[config.mk]
export PLATFORM = sky130hd
export DESIGN_NAME = fetch_unit
export DESIGN_NICKNAME = d
export VERILOG_FILES = /design/src/rtl/fetch_unit.sv
export SDC_FILE = /design/constraint.sdc
export NUM_CORES = 1
export LEC_CHECK = 0
export ABC_CLOCK_PERIOD_IN_PS = 3200
export BUFFER_PORTS_ARGS = -buffer_cell sky130_fd_sc_hd__buf_2
export CORE_MARGIN = 5
export CORE_UTILIZATION = 45
export CTS_BUF_LIST = sky130_fd_sc_hd__clkbuf_8
export DETAILED_ROUTE_END_ITERATION = 16
export PLACE_DENSITY = 0.66
export SLEW_MARGIN = 25
export SYNTH_ARGS = -nofsm -noshare
export SYNTH_HDL_FRONTEND = slang
export SYNTH_SLANG_ARGS = --single-unit
export TNS_END_PERCENT = 100
[constraint.sdc]
create_clock -name clk -period 3.2 [get_ports clk]
set_clock_uncertainty 0.05 [all_clocks]
set_input_delay 0.64 -clock clk [delete_from_list [all_inputs] [get_ports clk]]
set_output_delay 0.64 -clock clk [all_outputs]
set_load 0.05 [all_outputs]
[src/rtl/fetch_unit.sv]
// fetch_unit: sequential instruction fetch with in-order request tracking and a DEPTH-entry instruction buffer.
// Latency: 1 cycle from response to instr_valid; 0 cycles when FETCH_BYPASS_EN is defined and the buffer is empty.
// Backpressure: requests stall once buffer occupancy + outstanding reaches DEPTH; instr_ready low holds the buffer head.
module fetch_unit #(
  parameter logic [31:0] RESET_PC = 32'h0000_0000,
  parameter int          DEPTH    = 4
) (
  input  logic        clk,
  input  logic        reset,
  output logic        imem_req_valid,
  input  logic        imem_req_ready,
  output logic [31:0] imem_addr,
  input  logic        imem_resp_valid,
  input  logic [31:0] imem_resp_data,
  output logic        instr_valid,
  input  logic        instr_ready,
  output logic [31:0] instr,
  output logic [31:0] instr_pc,
  input  logic        redirect_valid,
  input  logic [31:0] redirect_pc
);

  localparam int            PW      = $clog2(DEPTH);
  localparam int            CW      = $clog2(DEPTH + 1);
  localparam logic [CW:0]   DEPTH_W = (CW + 1)'(DEPTH);

  // Holds requests off until the first clock edge after reset release.
  logic          run_q;
  logic [31:0]   fetch_pc;
  logic [31:0]   resp_pc;
  logic [CW-1:0] outstanding;
  logic [CW-1:0] drop_cnt;
  logic [CW-1:0] count;
  logic [PW-1:0] rd_ptr;
  logic [PW-1:0] wr_ptr;
  logic [31:0]   buf_dat [DEPTH];
  logic [31:0]   buf_pc  [DEPTH];

  logic          req_fire;
  logic          resp_acc;
  logic          resp_drop;
  logic          resp_use;
  logic          buf_empty;
  logic          bypass;
  logic          push;
  logic          pop_buf;
  logic [CW:0]   in_use;
  logic [31:0]   redir_aligned;

  // Every buffer slot is either occupied or reserved by an in-flight request.
  assign in_use        = {1'b0, count} + {1'b0, outstanding};
  assign imem_req_valid = run_q && !redirect_valid && (in_use < DEPTH_W);
  assign imem_addr     = fetch_pc;
  assign req_fire      = imem_req_valid && imem_req_ready;

  // Responses with nothing outstanding are protocol violations and ignored.
  assign resp_acc      = imem_resp_valid && (outstanding != '0);
  assign resp_drop     = redirect_valid || (drop_cnt != '0);
  assign resp_use      = resp_acc && !resp_drop;
  assign buf_empty     = (count == '0);
  assign redir_aligned = redirect_pc & ~32'd3;

`ifdef FETCH_BYPASS_EN
  assign bypass = resp_use && buf_empty;
`else
  assign bypass = 1'b0;
`endif

  assign instr_valid = !buf_empty || bypass;
  assign pop_buf     = !buf_empty && instr_ready;
  // A bypassed response that decode takes this cycle never touches the buffer.
  assign push        = resp_use && !(bypass && instr_ready);

  // Present the buffer head, or the live response when it is being bypassed.
  always_comb begin
    instr    = '0;
    instr_pc = '0;
    if (!buf_empty) begin
      instr    = buf_dat[rd_ptr];
      instr_pc = buf_pc[rd_ptr];
    end else if (bypass) begin
      instr    = imem_resp_data;
      instr_pc = resp_pc;
    end
  end

  // Enable fetching one cycle after reset release.
  always_ff @(posedge clk or negedge reset) begin
    if (!reset) begin
      run_q <= 1'b0;
    end else begin
      run_q <= 1'b1;
    end
  end

  // Fetch address: advances on each accepted request, reloads on redirect.
  always_ff @(posedge clk or negedge reset) begin
    if (!reset) begin
      fetch_pc <= RESET_PC;
    end else if (redirect_valid) begin
      fetch_pc <= redir_aligned;
    end else if (req_fire) begin
      fetch_pc <= fetch_pc + 32'd4;
    end
  end

  // PC tag for the next usable response, kept in step with fetch_pc order.
  always_ff @(posedge clk or negedge reset) begin
    if (!reset) begin
      resp_pc <= RESET_PC;
    end else if (redirect_valid) begin
      resp_pc <= redir_aligned;
    end else if (resp_use) begin
      resp_pc <= resp_pc + 32'd4;
    end
  end

  // In-flight request count; a fire and a response in one cycle cancel out.
  always_ff @(posedge clk or negedge reset) begin
    if (!reset) begin
      outstanding <= '0;
    end else begin
      case ({req_fire, resp_acc})
        2'b10:   outstanding <= outstanding + CW'(1);
        2'b01:   outstanding <= outstanding - CW'(1);
        default: outstanding <= outstanding;
      endcase
    end
  end

  // Responses still owed to pre-redirect requests are counted down and discarded.
  always_ff @(posedge clk or negedge reset) begin
    if (!reset) begin
      drop_cnt <= '0;
    end else if (redirect_valid) begin
      drop_cnt <= outstanding - CW'(resp_acc);
    end else if (resp_acc && (drop_cnt != '0)) begin
      drop_cnt <= drop_cnt - CW'(1);
    end
  end

  // Circular buffer pointers and occupancy; redirect empties the buffer.
  always_ff @(posedge clk or negedge reset) begin
    if (!reset) begin
      rd_ptr <= '0;
      wr_ptr <= '0;
      count  <= '0;
    end else if (redirect_valid) begin
      rd_ptr <= '0;
      wr_ptr <= '0;
      count  <= '0;
    end else begin
      if (pop_buf) begin
        rd_ptr <= rd_ptr + PW'(1);
      end
      if (push) begin
        wr_ptr <= wr_ptr + PW'(1);
      end
      case ({push, pop_buf})
        2'b10:   count <= count + CW'(1);
        2'b01:   count <= count - CW'(1);
        default: count <= count;
      endcase
    end
  end

  // Buffer storage; contents are only read while counted as occupied.
  always_ff @(posedge clk) begin
    if (push) begin
      buf_dat[wr_ptr] <= imem_resp_data;
      buf_pc[wr_ptr]  <= resp_pc;
    end
  end

endmodule

* Yosys cells after proc, flatten, opt, wreduce, memory -nomap -nowiden *
Memory sizes are Yosys's and may differ from the RTL's.
Cells that the tools add are included.

cells by class
  equal/unequal tests = 4
  reductions and logical operators = 20
  $add $sub $neg = 11
  order comparisons = 1
  mux-type cells = 17

operator list
  kind                     count
  $mux W32                 6
  $add A32 B3 Y32 const B  2
  $pmux W3 S2              2
  $reduce_bool A2 Y1       5
  $mux W3                  3
  $reduce_bool A3 Y1       3
  $sub A3 B1 Y3 const B    3
  $mux W2                  4
  $logic_and A1 B1 Y1      7
  $add A3 B1 Y3 const B    2
  $add A2 B1 Y2 const B    2
  $add A3 B3 Y4            1
  $eq A2 B1 Y1 const B     2
  $eq A2 B2 Y1 const B     2
  $lt A4 B3 Y1 const B     1
  $logic_not A1 Y1         3
  $logic_not A3 Y1         1
  $sub A3 B1 Y3            1
  $mux W1                  2
  $logic_or A1 B1 Y1       1

word-level totals
  bits in writable memories = 256
  input bits = 70
  memories = 2
  output and inout port bits = 98
  bits in registers = 78

memory list
  memory   depth  bits a word  read ports  clocked after Yosys merged registers in  write ports  line  source
  buf_dat  4      32           1           0                                        1            36    logic [31:0] buf_dat [DEPTH];
  buf_pc   4      32           1           0                                        1            37    logic [31:0] buf_pc [DEPTH];

* Depth between registers and ports, before layout *
  depth after elaboration = 7
  depth in mapped cells = 12
  depth with buffers taken out = 10

* Least setup slack after synthesis *
OpenSTA, ideal clock, no wires.

  path type = input to register
  from = in redirect_valid
  to = mem buf_dat[1][0], enable pin
  buffers on the path = 1
  stages = 3
  setup slack = -0.144 ns
  library setup time = 0.426 ns
  required time = 2.724 ns
  arrival time = 2.868 ns
  path through = clkbuf_1 > nor3_1 > and2_1

on the way
  longest elaborated chain between the ends = 5

RTL lines
  what                           line  source
  start, declared                19    input logic redirect_valid,
  $logic_or A1 B1 Y1             58    assign resp_drop = redirect_valid || (drop_cnt != '0);
  $logic_not A1 Y1               59    assign resp_use = resp_acc && !resp_drop;
  $logic_and A1 B1 Y1            59
  $mux W1                        169   if (push) begin
  $mux W1 (not written as such)  170   buf_dat[wr_ptr] <= imem_resp_data;
  end, declared                  36

Every way passes these cells.

* Worst setup path after layout *
  from = reg rd_ptr[0]
  to = out instr_pc[28]

on the way
  longest elaborated chain between the ends = 2

RTL lines
  what                    line  source
  start, declared         34    logic [PW-1:0] rd_ptr;
  start signal, assigned  154   rd_ptr <= rd_ptr + PW'(1);
  $mem_v2 Z4 W32          -
  $mux W32                78    if (!buf_empty) begin
  end, declared           18    output logic [31:0] instr_pc,

Every way passes these cells.

==> results.py <==
metrics = {
    "global_routing": {
        "grt_max_degree": 65,
        "grt-ovfl-total": 0,
        "antenna_found_initial": 0,
        "grt_pass1_vias": 8527,
        "grt_usage_pct": 17.6,
        "grt_first_pass_wirelength_mm": 47.3,
    },
    "route": {
        "via_per_inst": 5.50,
        "vias": 8198,
        "routedWlPerCell_um": 20.0,
        "drcViolationCount": 0,
        "drt-total-wl_mm": 29.8,
        "drtIter0Drc": 528,
        "drt_pre_antenna_iters": 5,
        "antenna_left": 0,
    },
    "finish": {
        "nets": 1148,
        "seq_area_um2": 9300,
        "final_util_pct": 53.9,
        "num-fill-cells": 2446,
        "area.growth.synth_to_final_pct": 17.7,
        "drive_above_1_share_pct": 29.8,
        "antenna_cells": 0,
        "multi_input_area_um2": 4110,
    },
    "setup_path": {
        "cp.required_ns": 2.51,
        "crit_path_start_kind": "flop",
        "crit_type": "reg2out",
        "path_buf_inv": 2,
        "worst_path_max_delay_cell": "mux4_2",
        "endpoint_kind": "output port",
        "critPathArrivalTime_ns": 2.38,
        "cp_max_fo": 37,
        "max_stage_delay_ns": 0.55,
        "crit_family": "multiplexers",
        "rrSetupSlack_ns": 0.48,
        "path_cells": "buf_16 -> mux4_2 -> and2_1 -> buf_2",
    },
    "floorplanning": {
        "start_util_pct": 45.8,
        "die_h_um": 184,
        "io_pins": 168,
        "num_rows": 63,
        "die_w_um": 184,
        "core_area_um2": 29800,
        "die_area_um2": 33900,
    },
    "worst_hold_path": {
        "hp-class": "in2async",
    },
    "cts": {
        "htreeDepth": 2,
        "cts_max_path_buffers": 3,
        "root_buffer": "clkbuf_8",
        "cts_buffers": 51,
        "insertion_delay_ns": 0.58,
        "postCtsSetupRepairBufs": 0,
        "clk_pin_slew_worst_paths_ns": 0.06,
        "post_cts_resized": 0,
        "clock_sinks": 322,
        "cts_hold_buf": 0,
        "cts_tree": "built",
    },
    "yosys": {
        "syn_avg_cell_area_um2": 15.8,
        "syn_inst": 864,
        "async_flop_share_pct": 23.0,
        "synthDistinctLibCells": 49,
        "ys_ff_latch": 322,
        "synth_edf_count": 248,
        "ys_warn_count": 0,
        "synth-seq-area-share_pct": 68.2,
        "syn_area_um2": 13600,
        "synth-main-ff-cell": "edfxtp_1",
    },
    "power": {
        "p_seq_share_pct": 43.0,
        "p_sw_share_pct": 35.4,
        "p_comb_share_pct": 28.5,
        "total_power_mw": 11.8,
        "p_per_area_nw_per_um2": 734,
        "p_switching_mw": 4.17,
        "p_clk_share_pct": 28.5,
        "irDropWorstVdd_mv": 0.312,
        "p_leak_nw": 5.91,
        "internal_power_mw": 7.61,
    },
    "place": {
        "dp_hpwl_mm": 19.4,
        "gp_congestion": 0.869,
        "portBuffers": 161,
    },
    "timing": {
        "fmax_mhz": 325,
        "drv_slew": 0,
        "rsz0062_at_grt": "false",
        "fin_crit_ns": 3.07,
        "finalHoldViolCount": 0,
        "timing.hold.ws_ns": 0.105,
        "relSlewSlack_pct": 39.8,
        "min_period_over_period_pct": 96.1,
        "tightest_slew_ns": 0.899,
        "setup_tns_ns": 0,
        "setup_viol": 0,
    },
    "job": {
        "maxCapViolCount": 0,
    },
    "outcome": {
        "status": "finished, final reports clean",
    },
}
metrics by stage:
| stage | cells | cell area [um^2] | worst slack (ns) |
|---|---|---|---|
| 6_report | 1491 | 16000 | 0.125 |
| 5_1_grt | 1491 | 16000 | 0.0123 |
| 4_1_cts | 1491 | 16000 | 0.0425 |
| 3_5_place_dp | 1400 | 15100 | 0.548 |
| 3_3_place_gp | 1400 | 15100 | 0.577 |
| 2_1_floorplan | 867 | 13700 | 0.507 |
state kept, by name (all words and copies together) (netlist names):
signal	flops
imem_addr	30
rd_ptr	2
buf_dat	128
buf_pc	120
resp_pc	30
wr_ptr	2
count	3
run_q	1
drop_cnt	3
outstanding	3
power groups by stage:
stage,sequential [mW],combinational [mW],clock (mW)
floorplan,5.24,2.39,0
CTS,5.06,3.41,3.46
global route,5.10,3.60,3.67
global placement,5.13,3.36,0
detailed placement,5.14,3.40,0
finish,5.06,3.36,3.36
kinds of logic (layout without fill, tap and decap cells):
kind of cell,Yosys count,count (layout),share of synthesized area (%)
AOI/OAI and AO/OA,95,95,4.66
DFF,322,322,68.2
and+or+nand+nor,264,264,10.6
adders and majority gates,15,15,1.49
buffers and inverters,60,294,1.83
other,2,5,0.0551
xor gates and xnor gates,35,35,2.25
muxes,71,71,10.9
placed cells by master (no fill, tap or decap), types with 4 or more instances in the layout:
| cell | n |
|---|---|
| edfxtp_1 | 248 |
| buf_2 | 160 |
| dfrtp_1 | 72 |
| and2_1 | 67 |
| mux4_2 | 62 |
| nand2_1 | 56 |
| clkbuf_8 | 55 |
| inv_1 | 39 |
| nand3_1 | 33 |
| o21ai_0 | 32 |
| nor2_1 | 31 |
| nand4_1 | 29 |
| xor2_1 | 20 |
| o211ai_1 | 18 |
| buf_4 | 17 |
| o311ai_0 | 16 |
| xnor2_1 | 15 |
| ha_1 | 13 |
| a21oi_1 | 10 |
| and4_1 | 10 |
| and3_1 | 9 |
| nor3_1 | 7 |
| clkinv_1 | 7 |
| buf_12 | 7 |
| a31oi_1 | 6 |
| mux2_2 | 5 |
| conb_1 | 5 |
| and2_2 | 4 |
| mux2i_1 | 4 |
worst paths after layout:
kind	from	endpoint	depth (start not counted)
setup / recovery	rd_ptr[0]	instr_pc[28]	4
hold / removal	reset	imem_addr[2]	1
setup reg to reg	outstanding[2]	imem_addr[22]	7
hold reg to reg	outstanding[0]	outstanding[0]	1
max in group asynchronous	reset	resp_pc[30]	2
min in group clk	imem_resp_data[31]	buf_dat[2][31]	1
area by class of cell:
| type | count | share of cell area, % |
|---|---|---|
| clock inverter | 36 | 1.42 |
| inverter | 18 | 0.421 |
| clock buffer | 55 | 4.72 |
| tap | 390 | 3.04 |
| timing repair buffer | 185 | 6.83 |
| multi-input combinational | 485 | 25.6 |
| sequential | 322 | 58.0 |
synthesized netlist by cell type, types with 2 or more instances:
cell type / count / area share [%]
a21boi_0: 2 / 0.11
a21oi_1: 10 / 0.37
a311o_1: 2 / 0.15
a31oi_1: 6 / 0.28
and2_1: 71 / 3.3
and3_1: 9 / 0.41
and4_1: 10 / 0.64
buf_1: 3 / 0.083
buf_2: 7 / 0.26
buf_4: 4 / 0.22
clkbuf_1: 28 / 0.77
conb_1: 2 / 0.055
dfrtp_1: 74 / 14
edfxtp_1: 248 / 55
fa_1: 2 / 0.29
ha_1: 13 / 1.2
inv_1: 18 / 0.50
mux2_2: 5 / 0.41
mux2i_1: 4 / 0.29
mux4_2: 62 / 10
nand2_1: 56 / 1.5
nand2b_1: 2 / 0.092
nand3_1: 33 / 1.2
nand4_1: 29 / 1.3
nand4_2: 2 / 0.18
nor2_1: 31 / 0.85
nor3_1: 7 / 0.26
nor4_1: 2 / 0.092
o211ai_1: 18 / 0.99
o21ai_0: 32 / 1.2
o311ai_0: 16 / 1.0
o31ai_1: 2 / 0.11
or3_1: 4 / 0.18
or4_1: 2 / 0.11
xnor2_1: 15 / 0.96
xor2_1: 20 / 1.3
routing by layer:
layer,wire length (um),global-route usage [%]
met5,0,0
met4,582,4.91
met2,14200,28.1
met1,12700,25.0
met3,2290,3.62
No activity file was read; power rests on OpenSTA's default activity.
